`config.mk`:
```
export PLATFORM = sky130hd
export DESIGN_NAME = inst_exec_flat
export DESIGN_NICKNAME = d
export VERILOG_FILES = /design/src/rtl/inst_exec_if.sv /design/src/rtl/inst_exec.sv /design/src/flat_wrapper.sv
export SDC_FILE = /design/constraint.sdc
export NUM_CORES = 1
export LEC_CHECK = 0
export CORE_AREA = 4 4 103 81
export DETAILED_ROUTE_END_ITERATION = 10
export DIE_AREA = 0 0 107 85
export GPL_TIMING_DRIVEN = 0
export PLACE_DENSITY_LB_ADDON = 0.15
export SYNTH_ARGS = -nofsm -noshare
export SYNTH_HDL_FRONTEND = slang
export SYNTH_SLANG_ARGS = --single-unit
```
`constraint.sdc`:
```
create_clock -name clk -period 2.8 [get_ports clk]
set_clock_uncertainty 0.1 [all_clocks]
set_input_delay 0.84 -clock clk [delete_from_list [all_inputs] [get_ports clk]]
set_output_delay 0.84 -clock clk [all_outputs]
set_load 0.02 [all_outputs]
```
`src/rtl/inst_exec_if.sv`:
```
// Executor bus bundle: controller handshake, program ROM port, unit req/ack
// and the status flags. 'slave' is the executor side, 'master' is the
// controller/ROM/unit environment side.
interface inst_exec_if #(
    parameter int NUNIT = 4,
    parameter int ARGW  = 10
);
    logic             inst_valid;
    logic [7:0]       pc;
    logic [1:0]       level;
    logic             inst_done;
    logic             rom_en;
    logic [7:0]       rom_addr;
    logic [15:0]      rom_data;
    logic [NUNIT-1:0] unit_req;
    logic [ARGW-1:0]  unit_arg;
    logic [7:0]       unit_idx;
    logic [NUNIT-1:0] unit_ack;
    logic             busy;
    logic             illegal;
    logic             overrun;

    modport slave (
        input  inst_valid, pc, level, rom_data, unit_ack,
        output inst_done, rom_en, rom_addr, unit_req, unit_arg, unit_idx,
               busy, illegal, overrun
    );

    modport master (
        output inst_valid, pc, level, rom_data, unit_ack,
        input  inst_done, rom_en, rom_addr, unit_req, unit_arg, unit_idx,
               busy, illegal, overrun
    );
endinterface

```
`src/rtl/inst_exec.sv`:
```
// Instruction executor: fetch one ROM word, decode NOP/ISSUE/LOOP, drive
// one or N unit requests with a one-cycle gap between them, then pulse
// inst_done. Every output is a register or a decode of the state register,
// so nothing here is combinational from an input.
module inst_exec #(
    parameter int NUNIT = 4,   // unit field is 2 bits, so this must stay 4
    parameter int ARGW  = 10   // at most the 10-bit argument field
) (
    input  logic        clk,
    input  logic        rst,
    inst_exec_if.slave  bus
);

    typedef enum logic [2:0] {
        S_IDLE, S_FETCH, S_DECODE, S_ISSUE, S_GAP, S_DONE
    } state_t;

    localparam logic [3:0] OP_NOP   = 4'd0;
    localparam logic [3:0] OP_ISSUE = 4'd1;
    localparam logic [3:0] OP_LOOP  = 4'd2;

    state_t      state_q, state_d;
    logic [7:0]  pc_q;
    logic [1:0]  level_q;
    logic [11:0] ir_q;       // unit select + argument; opcode is consumed at decode
    logic        loop_q;     // decoded instruction was LOOP rather than ISSUE
    logic [7:0]  idx_q;
    logic        illegal_q;
    logic        overrun_q;

    logic [3:0]  rom_op;
    logic [1:0]  sel;
    logic        ack_sel;
    logic [7:0]  lvl_last;
    logic [7:0]  last_idx;
    logic        at_last;

    assign rom_op  = bus.rom_data[15:12];
    assign sel     = ir_q[11:10];
    assign ack_sel = bus.unit_ack[sel];

    // Last LOOP index (N-1) for the level latched at accept time.
    always_comb begin
        lvl_last = 8'd79;
        case (level_q)
            2'd0:    lvl_last = 8'd79;
            2'd1:    lvl_last = 8'd121;
            2'd2:    lvl_last = 8'd167;
            default: lvl_last = 8'd79;
        endcase
    end

    assign last_idx = loop_q ? lvl_last : 8'd0;
    assign at_last  = (idx_q == last_idx);

    // State register.
    always_ff @(posedge clk) begin
        if (rst) state_q <= S_IDLE;
        else     state_q <= state_d;
    end

    // Next-state logic; DECODE looks at the ROM word arriving this cycle.
    always_comb begin
        state_d = state_q;
        case (state_q)
            S_IDLE:   if (bus.inst_valid) state_d = S_FETCH;
            S_FETCH:  state_d = S_DECODE;
            S_DECODE: begin
                if (rom_op == OP_ISSUE || rom_op == OP_LOOP) state_d = S_ISSUE;
                else                                         state_d = S_DONE;
            end
            S_ISSUE:  if (ack_sel) state_d = at_last ? S_DONE : S_GAP;
            S_GAP:    state_d = S_ISSUE;
            S_DONE:   state_d = S_IDLE;
            default:  state_d = S_IDLE;
        endcase
    end

    // Output decode from state and registered datapath only.
    always_comb begin
        bus.rom_en    = (state_q == S_FETCH);
        bus.inst_done = (state_q == S_DONE);
        bus.busy      = (state_q != S_IDLE);
        bus.unit_req  = '0;
        if (state_q == S_ISSUE)
            bus.unit_req = {{(NUNIT-1){1'b0}}, 1'b1} << sel;
        bus.rom_addr  = pc_q;
        bus.unit_arg  = ir_q[ARGW-1:0];
        bus.unit_idx  = idx_q;
        bus.illegal   = illegal_q;
        bus.overrun   = overrun_q;
    end

    // Datapath: accept latch, instruction register, iteration index, sticky flags.
    always_ff @(posedge clk) begin
        if (rst) begin
            pc_q      <= '0;
            level_q   <= '0;
            ir_q      <= '0;
            loop_q    <= 1'b0;
            idx_q     <= '0;
            illegal_q <= 1'b0;
            overrun_q <= 1'b0;
        end else begin
            if (state_q == S_IDLE && bus.inst_valid) begin
                pc_q    <= bus.pc;
                level_q <= bus.level;
            end
            // A pulse outside IDLE (including the DONE cycle) is dropped.
            if (state_q != S_IDLE && bus.inst_valid)
                overrun_q <= 1'b1;
            if (state_q == S_DECODE) begin
                ir_q   <= bus.rom_data[11:0];
                loop_q <= (rom_op == OP_LOOP);
                idx_q  <= '0;
                if (rom_op != OP_NOP && rom_op != OP_ISSUE && rom_op != OP_LOOP)
                    illegal_q <= 1'b1;
            end
            if (state_q == S_ISSUE && ack_sel && !at_last)
                idx_q <= idx_q + 8'd1;
        end
    end

endmodule

```
`src/flat_wrapper.sv`:
```
// flat-port wrapper written by rule: the top's interface ports become plain ports
module inst_exec_flat 
#(
    parameter int NUNIT = 4,                                               
    parameter int ARGW  = 10                                       
)
  (clk, rst, bus_inst_valid, bus_pc, bus_level, bus_rom_data, bus_unit_ack, bus_inst_done, bus_rom_en, bus_rom_addr, bus_unit_req, bus_unit_arg, bus_unit_idx, bus_busy, bus_illegal, bus_overrun);
  inst_exec_if #(.NUNIT(NUNIT), .ARGW(ARGW)) bus_i ();
  input  logic clk;
  input  logic rst;
  input wire logic [$bits(bus_i.inst_valid)-1:0] bus_inst_valid;
  input wire logic [$bits(bus_i.pc)-1:0] bus_pc;
  input wire logic [$bits(bus_i.level)-1:0] bus_level;
  input wire logic [$bits(bus_i.rom_data)-1:0] bus_rom_data;
  input wire logic [$bits(bus_i.unit_ack)-1:0] bus_unit_ack;
  output wire logic [$bits(bus_i.inst_done)-1:0] bus_inst_done;
  output wire logic [$bits(bus_i.rom_en)-1:0] bus_rom_en;
  output wire logic [$bits(bus_i.rom_addr)-1:0] bus_rom_addr;
  output wire logic [$bits(bus_i.unit_req)-1:0] bus_unit_req;
  output wire logic [$bits(bus_i.unit_arg)-1:0] bus_unit_arg;
  output wire logic [$bits(bus_i.unit_idx)-1:0] bus_unit_idx;
  output wire logic [$bits(bus_i.busy)-1:0] bus_busy;
  output wire logic [$bits(bus_i.illegal)-1:0] bus_illegal;
  output wire logic [$bits(bus_i.overrun)-1:0] bus_overrun;
  assign bus_i.inst_valid = bus_inst_valid;
  assign bus_i.pc = bus_pc;
  assign bus_i.level = bus_level;
  assign bus_i.rom_data = bus_rom_data;
  assign bus_i.unit_ack = bus_unit_ack;
  assign bus_inst_done = bus_i.inst_done;
  assign bus_rom_en = bus_i.rom_en;
  assign bus_rom_addr = bus_i.rom_addr;
  assign bus_unit_req = bus_i.unit_req;
  assign bus_unit_arg = bus_i.unit_arg;
  assign bus_unit_idx = bus_i.unit_idx;
  assign bus_busy = bus_i.busy;
  assign bus_illegal = bus_i.illegal;
  assign bus_overrun = bus_i.overrun;
  inst_exec #(.NUNIT(NUNIT), .ARGW(ARGW)) u_core (.clk(clk), .rst(rst), .bus(bus_i));
endmodule
```
Yosys cells after proc, flatten, opt, wreduce, memory -nomap -nowiden

Cells that the tools add are included.

Output and inout bits: 35
Bits of input ports: 33
Bits in registers: 36
Bits in writable memories: 0
Memory bits (read-only): 0
Memories kept: 0
Latch bits: 0

Multiplexer cells: 12
Shift-type cells: 1
$add $sub $neg: 1
Order comparisons: 1
Reduce and logical (&&, ||, !) cells: 14
Multiply operators: 0
Bitwise logic cells: 0
Equality and inequality tests: 14
Divide/modulo/power cells: 0

Operators with widths:

| cell                  | number |
|---|---|
| $mux W8               | 3 |
| $pmux W8 S2           | 1 |
| $pmux W3 S5           | 1 |
| $mux W3               | 3 |
| $add A8 B1 Y8 const B | 1 |
| $eq A8 B8 Y1          | 1 |
| $eq A3 B2 Y1 const B  | 2 |
| $eq A3 B3 Y1 const B  | 2 |
| $logic_and A1 B1 Y1   | 6 |
| $eq A4 B1 Y1 const B  | 1 |
| $eq A4 B2 Y1 const B  | 1 |
| $mux W4               | 1 |
| $ne A4 B1 Y1 const B  | 1 |
| $ne A4 B2 Y1 const B  | 1 |
| $reduce_and A2 Y1     | 2 |
| $reduce_bool A4 Y1    | 1 |
| $shl A1 B2 Y4 const A | 1 |
| $eq A3 B1 Y1 const B  | 1 |
| $logic_not A3 Y1      | 1 |
| $lt A2 B3 Y1 const B  | 1 |
| $reduce_bool A3 Y1    | 1 |
| $bmux W1 S2           | 1 |
| $eq A2 B1 Y1 const B  | 1 |
| $eq A2 B2 Y1 const B  | 1 |
| other kinds (6)       | 7 |

Longest topological paths before layout

Gate-level depths: netlist (run 1).

Depth after elaboration: 7
Mapped depth: 7
Depth with buffers taken out: 7

Worst setup path before layout (run 1)

No wires, ideal clock.

Kind: flip-flop to output port
Start: register u_core.state_q[1]
End: output port bus_unit_req[2]
Arrival: 1.538 ns
Required time: 1.860 ns
Path slack: 0.322 ns
Stages on the path, launching flop included: 5
Cell sequence: dfxtp_1 -> buf_2 -> nor2b_1 -> nand2_1 -> nor3b_1

Longest elaborated chain between the ends: 2

RTL lines:

| element                | line               | text |
|---|---|---|
| from (decl)            | inst_exec.sv:22    | `state_t state_q, state_d;` |
| from (signal assigned) | inst_exec.sv:59    | `else state_q <= state_d;` |
| $eq A3 B2 Y1           | inst_exec.sv:85    | `if (state_q == S_ISSUE)` |
| $mux W4                | inst_exec.sv:85    |  |
| to (decl)              | flat_wrapper.sv:19 | `output wire logic [$bits(bus_i.unit_req)-1:0] bus_unit_req;` |

Every way passes these cells.

Worst setup path after layout (run 1)

Start: register u_core.state_q[0]
End: output port bus_inst_done

Longest elaborated chain between the ends: 1

RTL lines:

| element      | line               | text |
|---|---|---|
| $eq A3 B3 Y1 | inst_exec.sv:82    | `bus.inst_done = (state_q == S_DONE);` |
| to (decl)    | flat_wrapper.sv:16 | `output wire logic [$bits(bus_i.inst_done)-1:0] bus_inst_done;` |

Every way passes these cells.

==> impl_metrics.xml, run 1 <==
<?xml version="1.0" encoding="UTF-8"?>
<metrics>
  <group name="drt">
    <metric name="via_per_inst" unit="">4.353</metric>
    <metric name="drt_pre_antenna_iters" unit="">4</metric>
    <metric name="detail_route.iter0.violations" unit="">52</metric>
    <metric name="ant_nets" unit="">0</metric>
    <metric name="routed_wl" unit="um">5141</metric>
    <metric name="detailroute.via_count" unit="">1715</metric>
    <metric name="post-route-drc-count" unit="">0</metric>
    <metric name="detail_route.wl_per_cell" unit="um">13.05</metric>
  </group>
  <group name="finish">
    <metric name="drive_gt1_share" unit="%">9.898</metric>
    <metric name="layout.filler_cells" unit="">778</metric>
    <metric name="area_growth_syn_to_layout" unit="%">49.79</metric>
    <metric name="nets" unit="">330</metric>
    <metric name="finalCoreUtilization" unit="%">37.18</metric>
    <metric name="fin_area" unit="sq um">2688</metric>
    <metric name="ant_diodes" unit="">0</metric>
  </group>
  <group name="floorplanning">
    <metric name="placeableCoreArea" unit="sq um">7229</metric>
    <metric name="initial_core_utilization" unit="%">24.82</metric>
    <metric name="die_width" unit="um">107</metric>
    <metric name="ios" unit="">68</metric>
    <metric name="height_of_the_die" unit="um">85</metric>
    <metric name="dieArea" unit="sq um">9095</metric>
    <metric name="row_count" unit="">27</metric>
  </group>
  <group name="worst_setup_path">
    <metric name="criticalPathCategory" unit="">flip-flop to output port</metric>
    <metric name="worstPathRequired" unit="ns">1.86</metric>
    <metric name="arrival_time_at_the_worst_endpoint" unit="ns">1.71</metric>
    <metric name="setup.worst_path.end_class" unit="">output port</metric>
    <metric name="crit_fanout" unit="">9</metric>
    <metric name="crit_path_start_kind" unit="">flip-flop</metric>
  </group>
  <group name="sta">
    <metric name="timing.setup.tns" unit="ns">0</metric>
    <metric name="timing_hold_violations_final" unit="">0</metric>
    <metric name="max_slew_margin" unit="%">61.35</metric>
    <metric name="timing_max_transition_violations_final" unit="">0</metric>
    <metric name="fin_crit_sh" unit="%">94.81</metric>
    <metric name="finalSetupViolCount" unit="">0</metric>
    <metric name="finalWorstPathRequiredPeriod" unit="ns">2.655</metric>
    <metric name="achievable-frequency" unit="GHz">0.3767</metric>
    <metric name="max_slew.worst_pin.slew" unit="ns">0.5776</metric>
  </group>
  <group name="synthesis">
    <metric name="ys_dominant_reg_cell" unit="">sky130_fd_sc_hd__dfxtp_1</metric>
    <metric name="synth_top_area_share" unit="%">40.17</metric>
    <metric name="synth_top_cells_by_count" unit="">sky130_fd_sc_hd__nand2_1, sky130_fd_sc_hd__dfxtp_1, sky130_fd_sc_hd__a21oi_1, sky130_fd_sc_hd__buf_4, sky130_fd_sc_hd__nor2_1</metric>
    <metric name="syn_nets" unit="">257</metric>
    <metric name="netlist-cell-type-count" unit="">45</metric>
    <metric name="synth_sequential_area_ratio" unit="%">40.17</metric>
    <metric name="synthTopCellsByArea" unit="">sky130_fd_sc_hd__dfxtp_1, sky130_fd_sc_hd__nand2_1, sky130_fd_sc_hd__a21oi_1</metric>
    <metric name="flops_latches_synth" unit="">36</metric>
    <metric name="synth_area" unit="sq um">1794</metric>
    <metric name="asyncSetResetFlopFracSynth" unit="%">0</metric>
    <metric name="yosys_warnings" unit="">0</metric>
    <metric name="synth_cells" unit="">219</metric>
    <metric name="yosys.area.top_type" unit="">sky130_fd_sc_hd__dfxtp_1</metric>
    <metric name="syn_avg_cell_area" unit="sq um">8.193</metric>
    <metric name="yosysMostFrequentCell" unit="">sky130_fd_sc_hd__nand2_1</metric>
    <metric name="synth_enable_flop_cells" unit="">0</metric>
  </group>
  <group name="clock_network">
    <metric name="cts_tree" unit="">yes</metric>
    <metric name="cts_buffer_depth" unit="">2</metric>
    <metric name="hold_buffers" unit="">0</metric>
    <metric name="clk_latency" unit="ns">0.29</metric>
    <metric name="cts-root-buf" unit="">sky130_fd_sc_hd__clkbuf_8</metric>
    <metric name="post_cts.repair.setup_buffers" unit="">0</metric>
    <metric name="h-tree-depth" unit="">2</metric>
    <metric name="cts-buffers-inserted" unit="">5</metric>
    <metric name="path_clk_slew" unit="ns">0.08</metric>
    <metric name="cts.sink_count" unit="">36</metric>
  </group>
  <group name="global_route">
    <metric name="antenna_found_initial" unit="">0</metric>
    <metric name="grt_remaining_overflow" unit="">0</metric>
    <metric name="track_usage" unit="%">11.56</metric>
    <metric name="first_global_vias" unit="">1648</metric>
    <metric name="maximum_number_of_pins_on_one_net_before_global_route_repair" unit="">12</metric>
    <metric name="grt_pass1_wl" unit="um">8259</metric>
  </group>
  <group name="place">
    <metric name="port-buffer-count" unit="">67</metric>
    <metric name="dpl.hpwl" unit="um">3888</metric>
    <metric name="placed_area" unit="sq um">2591</metric>
    <metric name="gp_congestion" unit="">0.7601</metric>
  </group>
  <group name="power_and_ir_drop">
    <metric name="power_density" unit="nW/um^2">608.0</metric>
    <metric name="cellLeakagePower" unit="nW">0.9894</metric>
    <metric name="power" unit="mW">1.634</metric>
    <metric name="vdd_ir_drop_max" unit="mV">0.2289</metric>
  </group>
  <group name="flow_run">
    <metric name="maxCapViolations" unit="">0</metric>
  </group>
  <group name="outcome">
    <metric name="result_of_the_run" unit="">complete, no violations</metric>
  </group>
  <group name="min_path">
    <metric name="min_path_type" unit="">flip-flop to flip-flop</metric>
  </group>
</metrics>
placed cells by master (no fill, tap or decap), types with 2 or more instances in the layout:
cell / instances
sky130_fd_sc_hd__nand4_1: 2
sky130_fd_sc_hd__nor2_1: 10
sky130_fd_sc_hd__nand2b_1: 5
sky130_fd_sc_hd__a21oi_1: 28
sky130_fd_sc_hd__buf_4: 10
sky130_fd_sc_hd__inv_1: 7
sky130_fd_sc_hd__nand3_1: 3
sky130_fd_sc_hd__ha_1: 5
sky130_fd_sc_hd__clkdlybuf4s50_1: 63
sky130_fd_sc_hd__nand3b_1: 2
sky130_fd_sc_hd__dlygate4sd2_1: 2
sky130_fd_sc_hd__xor2_1: 2
sky130_fd_sc_hd__clkbuf_1: 6
sky130_fd_sc_hd__nand2_1: 55
sky130_fd_sc_hd__clkbuf_8: 6
sky130_fd_sc_hd__clkinv_2: 2
sky130_fd_sc_hd__dfxtp_1: 35
sky130_fd_sc_hd__and3_1: 3
sky130_fd_sc_hd__a22o_1: 4
sky130_fd_sc_hd__nor3_1: 3
sky130_fd_sc_hd__a41o_1: 2
sky130_fd_sc_hd__xnor2_1: 3
sky130_fd_sc_hd__nor3b_1: 4
report_power, final:
part / internal [mW] / switching [mW] / total [mW]
logic: 0.274 / 0.340 / 0.613
clock network: 0.196 / 0.188 / 0.385
registers: 0.581 / 0.0552 / 0.636
cell families (layout without fill, tap and decap cells):
group / Yosys count / count (layout) / synth area share (%)
adder cells (fa/ha/maj): 5 / 5 / 3.487
AND/OR/NAND/NOR: 97 / 97 / 25.66
multiplexers: 3 / 3 / 2.441
AO/OA/AOI/OAI: 47 / 47 / 18.20
flip-flops: 36 / 36 / 40.17
buffers and inverters: 26 / 100 / 7.601
XOR/XNOR: 5 / 5 / 2.441
worst max-delay path: stages (launching register included):
cell,delay [ns]
sky130_fd_sc_hd__dfxtp_2,0.43
sky130_fd_sc_hd__inv_1,0.16
sky130_fd_sc_hd__nor3b_1,0.20
sky130_fd_sc_hd__clkdlybuf4s50_1,0.63
through the flow:
stage,cells,setup WS (ns),hold WS (ns)
after floorplan,219,0.3221,0.3367
after global placement,387,-0.1618,0.3409
after detailed placement,387,-0.1535,0.3482
after CTS,394,0.01184,0.3564
after global routing,394,-0.002843,0.3731
final,394,0.1454,0.3556
final cells by class:
class	instances	area [sq um]	area share [%]
clock inverters	2	10.01	0.3724
flip-flops and latches	36	721.9	26.86
inverters	7	26.28	0.9777
multi-input cells	157	952.2	35.43
well taps	101	126.4	4.702
repair buffers	67	661.9	24.63
plain buffers	18	106.4	3.957
clock buffers	6	82.58	3.073
state kept, by name, summed over array words and instances, names as in the netlist:
| signal | flops |
|---|---|
| u_core.bus.overrun | 1 |
| u_core.loop_q | 1 |
| u_core.state_q | 3 |
| u_core.bus.illegal | 1 |
| u_core.bus.unit_idx | 8 |
| u_core.bus.rom_addr | 8 |
| u_core.ir_q | 12 |
| u_core.level_q | 2 |
layer usage:
layer  routed length [um]  vias to the layer above  GRT usage (%)
met3                  346                        8          3.954
met4                   66                        0          4.181
li1                     -                      895              -
met2                 2247                       51          17.49
met5                    0                        -              0
met1                 2482                      761          15.29
path summary, 6_finish.rpt:
| check | from | to | slack (ns) | cells past startpoint |
|---|---|---|---|---|
| worst max-delay path | u_core.state_q[0]$_SDFFE_PP0P_ | bus_inst_done | 0.15 | 3 |
| worst min-delay path | u_core.bus.rom_addr[0]$_SDFFE_PP0P_ | u_core.bus.rom_addr[0]$_SDFFE_PP0P_ | 0.36 | 2 |
| worst max register to register | u_core.level_q[1]$_SDFFE_PP0P_ | u_core.bus.unit_idx[0]$_SDFFE_PP0P_ | 0.49 | 7 |
| worst min register to register | u_core.bus.rom_addr[0]$_SDFFE_PP0P_ | u_core.bus.rom_addr[0]$_SDFFE_PP0P_ | 0.36 | 2 |
timing repair:
action / in CTS / in global routing
gates resized for setup: 7 / 7
gates cloned: 0 / 0
endpoints found under the setup margin: 7 / 5
pin swaps: 0 / 0
No activity file was read; power rests on OpenSTA's default activity.
==> run 2: changes to the inputs <==
==> constraint.sdc (replaced) <==
create_clock -name clk -period 2.8 [get_ports clk]
set_clock_uncertainty 0.1 [all_clocks]
set_input_delay 0.84 -clock clk [delete_from_list [all_inputs] [get_ports clk]]
set_output_delay 0.84 -clock clk [all_outputs]
set_load 0.01 [all_outputs]
==> impl_metrics.xml, run 2 (synthesis results as in run 1) <==
<?xml version="1.0" encoding="UTF-8"?>
<metrics>
  <group name="outcome">
    <metric name="result_of_the_run" unit="">complete, no violations</metric>
  </group>
  <group name="floorplanning">
    <metric name="placeableCoreArea" unit="sq um">7229</metric>
    <metric name="initial_core_utilization" unit="%">24.82</metric>
    <metric name="row_count" unit="">27</metric>
    <metric name="dieArea" unit="sq um">9095</metric>
    <metric name="height_of_the_die" unit="um">85</metric>
    <metric name="die_width" unit="um">107</metric>
    <metric name="ios" unit="">68</metric>
  </group>
  <group name="worst_setup_path">
    <metric name="criticalPathCategory" unit="">flip-flop to output port</metric>
    <metric name="crit_path_top_delay_cell" unit="">sky130_fd_sc_hd__clkdlybuf4s50_1</metric>
    <metric name="reg2reg_setup_slack" unit="ns">0.49</metric>
    <metric name="worstPathRequired" unit="ns">1.86</metric>
    <metric name="crit_path_start_kind" unit="">flip-flop</metric>
    <metric name="setup.worst_path.end_class" unit="">output port</metric>
    <metric name="worstReg2RegEnd" unit="">u_core.bus.unit_idx[0]$_SDFFE_PP0P_</metric>
    <metric name="worst-r2r-cell-count" unit="">7</metric>
    <metric name="crit_fanout" unit="">9</metric>
    <metric name="regToRegStartpoint" unit="">u_core.level_q[1]$_SDFFE_PP0P_</metric>
    <metric name="arrival_time_at_the_worst_endpoint" unit="ns">1.74</metric>
    <metric name="critical_path_cell_list" unit="">clkbuf_4 &gt; nor2b_4 &gt; nand2_2 &gt; nor3_2 &gt; clkdlybuf4s50_1</metric>
    <metric name="max_stage_delay" unit="ns">0.55</metric>
  </group>
  <group name="min_path">
    <metric name="hold-path-endpoint" unit="">u_core.bus.rom_addr[0]$_SDFFE_PP0P_</metric>
    <metric name="worstHoldPathCells" unit="">2</metric>
    <metric name="min_path_type" unit="">flip-flop to flip-flop</metric>
    <metric name="hold_start" unit="">u_core.bus.rom_addr[0]$_SDFFE_PP0P_</metric>
  </group>
  <group name="drt">
    <metric name="met2WireLength" unit="um">2258</metric>
    <metric name="detailroute.via_count" unit="">1722</metric>
    <metric name="post-route-drc-count" unit="">0</metric>
    <metric name="drt-met1-wl" unit="um">2495</metric>
    <metric name="routed_wl" unit="um">5153</metric>
    <metric name="drt_pre_antenna_iters" unit="">4</metric>
    <metric name="detail_route.wl_per_cell" unit="um">13.05</metric>
    <metric name="top_routing_layer_in_use" unit="">met4</metric>
    <metric name="via_per_inst" unit="">4.359</metric>
    <metric name="ant_nets" unit="">0</metric>
    <metric name="detail_route.iter0.violations" unit="">59</metric>
    <metric name="total_met3_wirelength_after_detailed_routing" unit="um">333</metric>
  </group>
  <group name="sta">
    <metric name="rsz_0062_raised_after_global_routing" unit="">false</metric>
    <metric name="fin_crit_sh" unit="%">95.73</metric>
    <metric name="finalSetupViolCount" unit="">0</metric>
    <metric name="max_slew_margin" unit="%">61.02</metric>
    <metric name="timing_max_transition_violations_final" unit="">0</metric>
    <metric name="achievable-frequency" unit="GHz">0.3731</metric>
    <metric name="max_slew.worst_pin.slew" unit="ns">0.5825</metric>
    <metric name="hold_ws" unit="ns">0.3556</metric>
    <metric name="finalWorstPathRequiredPeriod" unit="ns">2.680</metric>
    <metric name="timing_hold_violations_final" unit="">0</metric>
  </group>
  <group name="global_route">
    <metric name="grt_pass1_wl" unit="um">8273</metric>
    <metric name="grt_remaining_overflow" unit="">0</metric>
    <metric name="first_global_vias" unit="">1651</metric>
    <metric name="track_usage" unit="%">11.58</metric>
    <metric name="maximum_number_of_pins_on_one_net_before_global_route_repair" unit="">12</metric>
    <metric name="antenna_found_initial" unit="">0</metric>
  </group>
  <group name="place">
    <metric name="gp_congestion" unit="">0.7601</metric>
    <metric name="dpl.cell_count" unit="">387</metric>
    <metric name="placed_area" unit="sq um">2591</metric>
    <metric name="dpl.hpwl" unit="um">3888</metric>
    <metric name="port-buffer-count" unit="">67</metric>
  </group>
  <group name="power_and_ir_drop">
    <metric name="sw_frac_of_total" unit="%">33.57</metric>
    <metric name="power_density" unit="nW/um^2">587.9</metric>
    <metric name="vdd_ir_drop_max" unit="mV">0.2318</metric>
    <metric name="power.internal" unit="mW">1.057</metric>
    <metric name="power" unit="mW">1.591</metric>
    <metric name="total_switching_power" unit="uW">534.1</metric>
    <metric name="power.share.sequential" unit="%">39.9</metric>
    <metric name="share_comb_of_total_power" unit="%">35.8</metric>
    <metric name="cellLeakagePower" unit="nW">1.010</metric>
    <metric name="power.clock.fraction" unit="%">24.3</metric>
  </group>
  <group name="finish">
    <metric name="largest_reg_flops" unit="">12</metric>
    <metric name="stdcell_count" unit="">395</metric>
    <metric name="drive_gt1_share" unit="%">9.864</metric>
    <metric name="ant_diodes" unit="">0</metric>
    <metric name="layout.filler_cells" unit="">775</metric>
    <metric name="mostFrequentLayoutCell" unit="">sky130_fd_sc_hd__clkdlybuf4s50_1</metric>
    <metric name="top_register" unit="">u_core.ir_q</metric>
    <metric name="area_growth_syn_to_layout" unit="%">50.84</metric>
    <metric name="nets" unit="">331</metric>
    <metric name="fin_area" unit="sq um">2706</metric>
    <metric name="most-common-layout-cells" unit="">sky130_fd_sc_hd__clkdlybuf4s50_1, sky130_fd_sc_hd__nand2_1, sky130_fd_sc_hd__dfxtp_1</metric>
  </group>
  <group name="clock_network">
    <metric name="cts-buffers-inserted" unit="">5</metric>
    <metric name="clk_latency" unit="ns">0.29</metric>
    <metric name="cts_buffer_depth" unit="">2</metric>
    <metric name="path_clk_slew" unit="ns">0.08</metric>
    <metric name="cts-root-buf" unit="">sky130_fd_sc_hd__clkbuf_8</metric>
    <metric name="h-tree-depth" unit="">2</metric>
    <metric name="cts.sink_count" unit="">36</metric>
    <metric name="cts_tree" unit="">yes</metric>
  </group>
  <group name="flow_run">
    <metric name="maxCapViolations" unit="">0</metric>
  </group>
</metrics>
## run 2: cell type report
cell class	instances	area, sq um	share of cell area [%]
buffer	18	108.9	4.022
clock buffer	6	82.58	3.051
clock inverter	2	10.01	0.3699
sequential	36	721.9	26.68
multi-input combinational	157	952.2	35.18
timing repair buffer	68	678.2	25.06
inverter	7	26.28	0.9709
tap	101	126.4	4.669
## run 2: metrics by stage
| step | utilization [%] | worst slack (ns) | TNS (ns) |
|---|---|---|---|
| global placement | 35.84 | -0.09400 | -0.2384 |
| global route | 37.44 | 0.01544 | 0 |
| floorplan | - | 0.5323 | 0 |
| finish | 37.44 | 0.1197 | 0 |
| CTS | 37.28 | 0.008407 | 0 |
| detailed placement | 35.84 | -0.08569 | -0.1962 |
## run 2: worst max-delay path, delay by kind of cell, from the launching register on
family | cells | cell delay (ns)
buffers and inverters | 2 | 0.72
AND/OR/NAND/NOR | 3 | 0.42
flip-flops | 1 | 0.31
## run 2: layer usage
layer / GRT usage (%) / up-vias
li1: - / 897
met1: 15.33 / 768
met2: 17.49 / 49
met3: 3.954 / 8
met4: 4.181 / 0
met5: 0 / -
## run 2: how the worst max path moves through the flow
stage	slack (ns)	endpoint	startpoint
final	0.12	bus_unit_req[0]	u_core.state_q[1]$_SDFFE_PP0P_
after detailed placement	-0.09	bus_unit_req[2]	u_core.state_q[1]$_SDFFE_PP0P_
after CTS	0.008	bus_unit_req[3]	u_core.state_q[1]$_SDFFE_PP0P_
after global placement	-0.09	bus_unit_req[2]	u_core.state_q[1]$_SDFFE_PP0P_
after global routing	0.02	bus_unit_req[0]	u_core.state_q[1]$_SDFFE_PP0P_
after floorplan	0.53	bus_unit_req[2]	u_core.state_q[1]$_SDFFE_PP0P_
## run 2: power groups by stage
stage | registers (mW) | clock network [mW] | logic (mW)
after floorplan | 0.634 | 0 | 0.309
after global placement | 0.628 | 0 | 0.578
after detailed placement | 0.630 | 0 | 0.577
after CTS | 0.633 | 0.400 | 0.576
after global routing | 0.646 | 0.418 | 0.636
final | 0.635 | 0.386 | 0.570
## run 2: repair_timing
| action | in CTS | in global routing |
|---|---|---|
| resized for setup | 5 | 4 |
| buffers inserted | 1 | 0 |
| endpoints found under the setup margin | 7 | 4 |
| gates cloned | 0 | 0 |
| hold buffers | 0 | 0 |
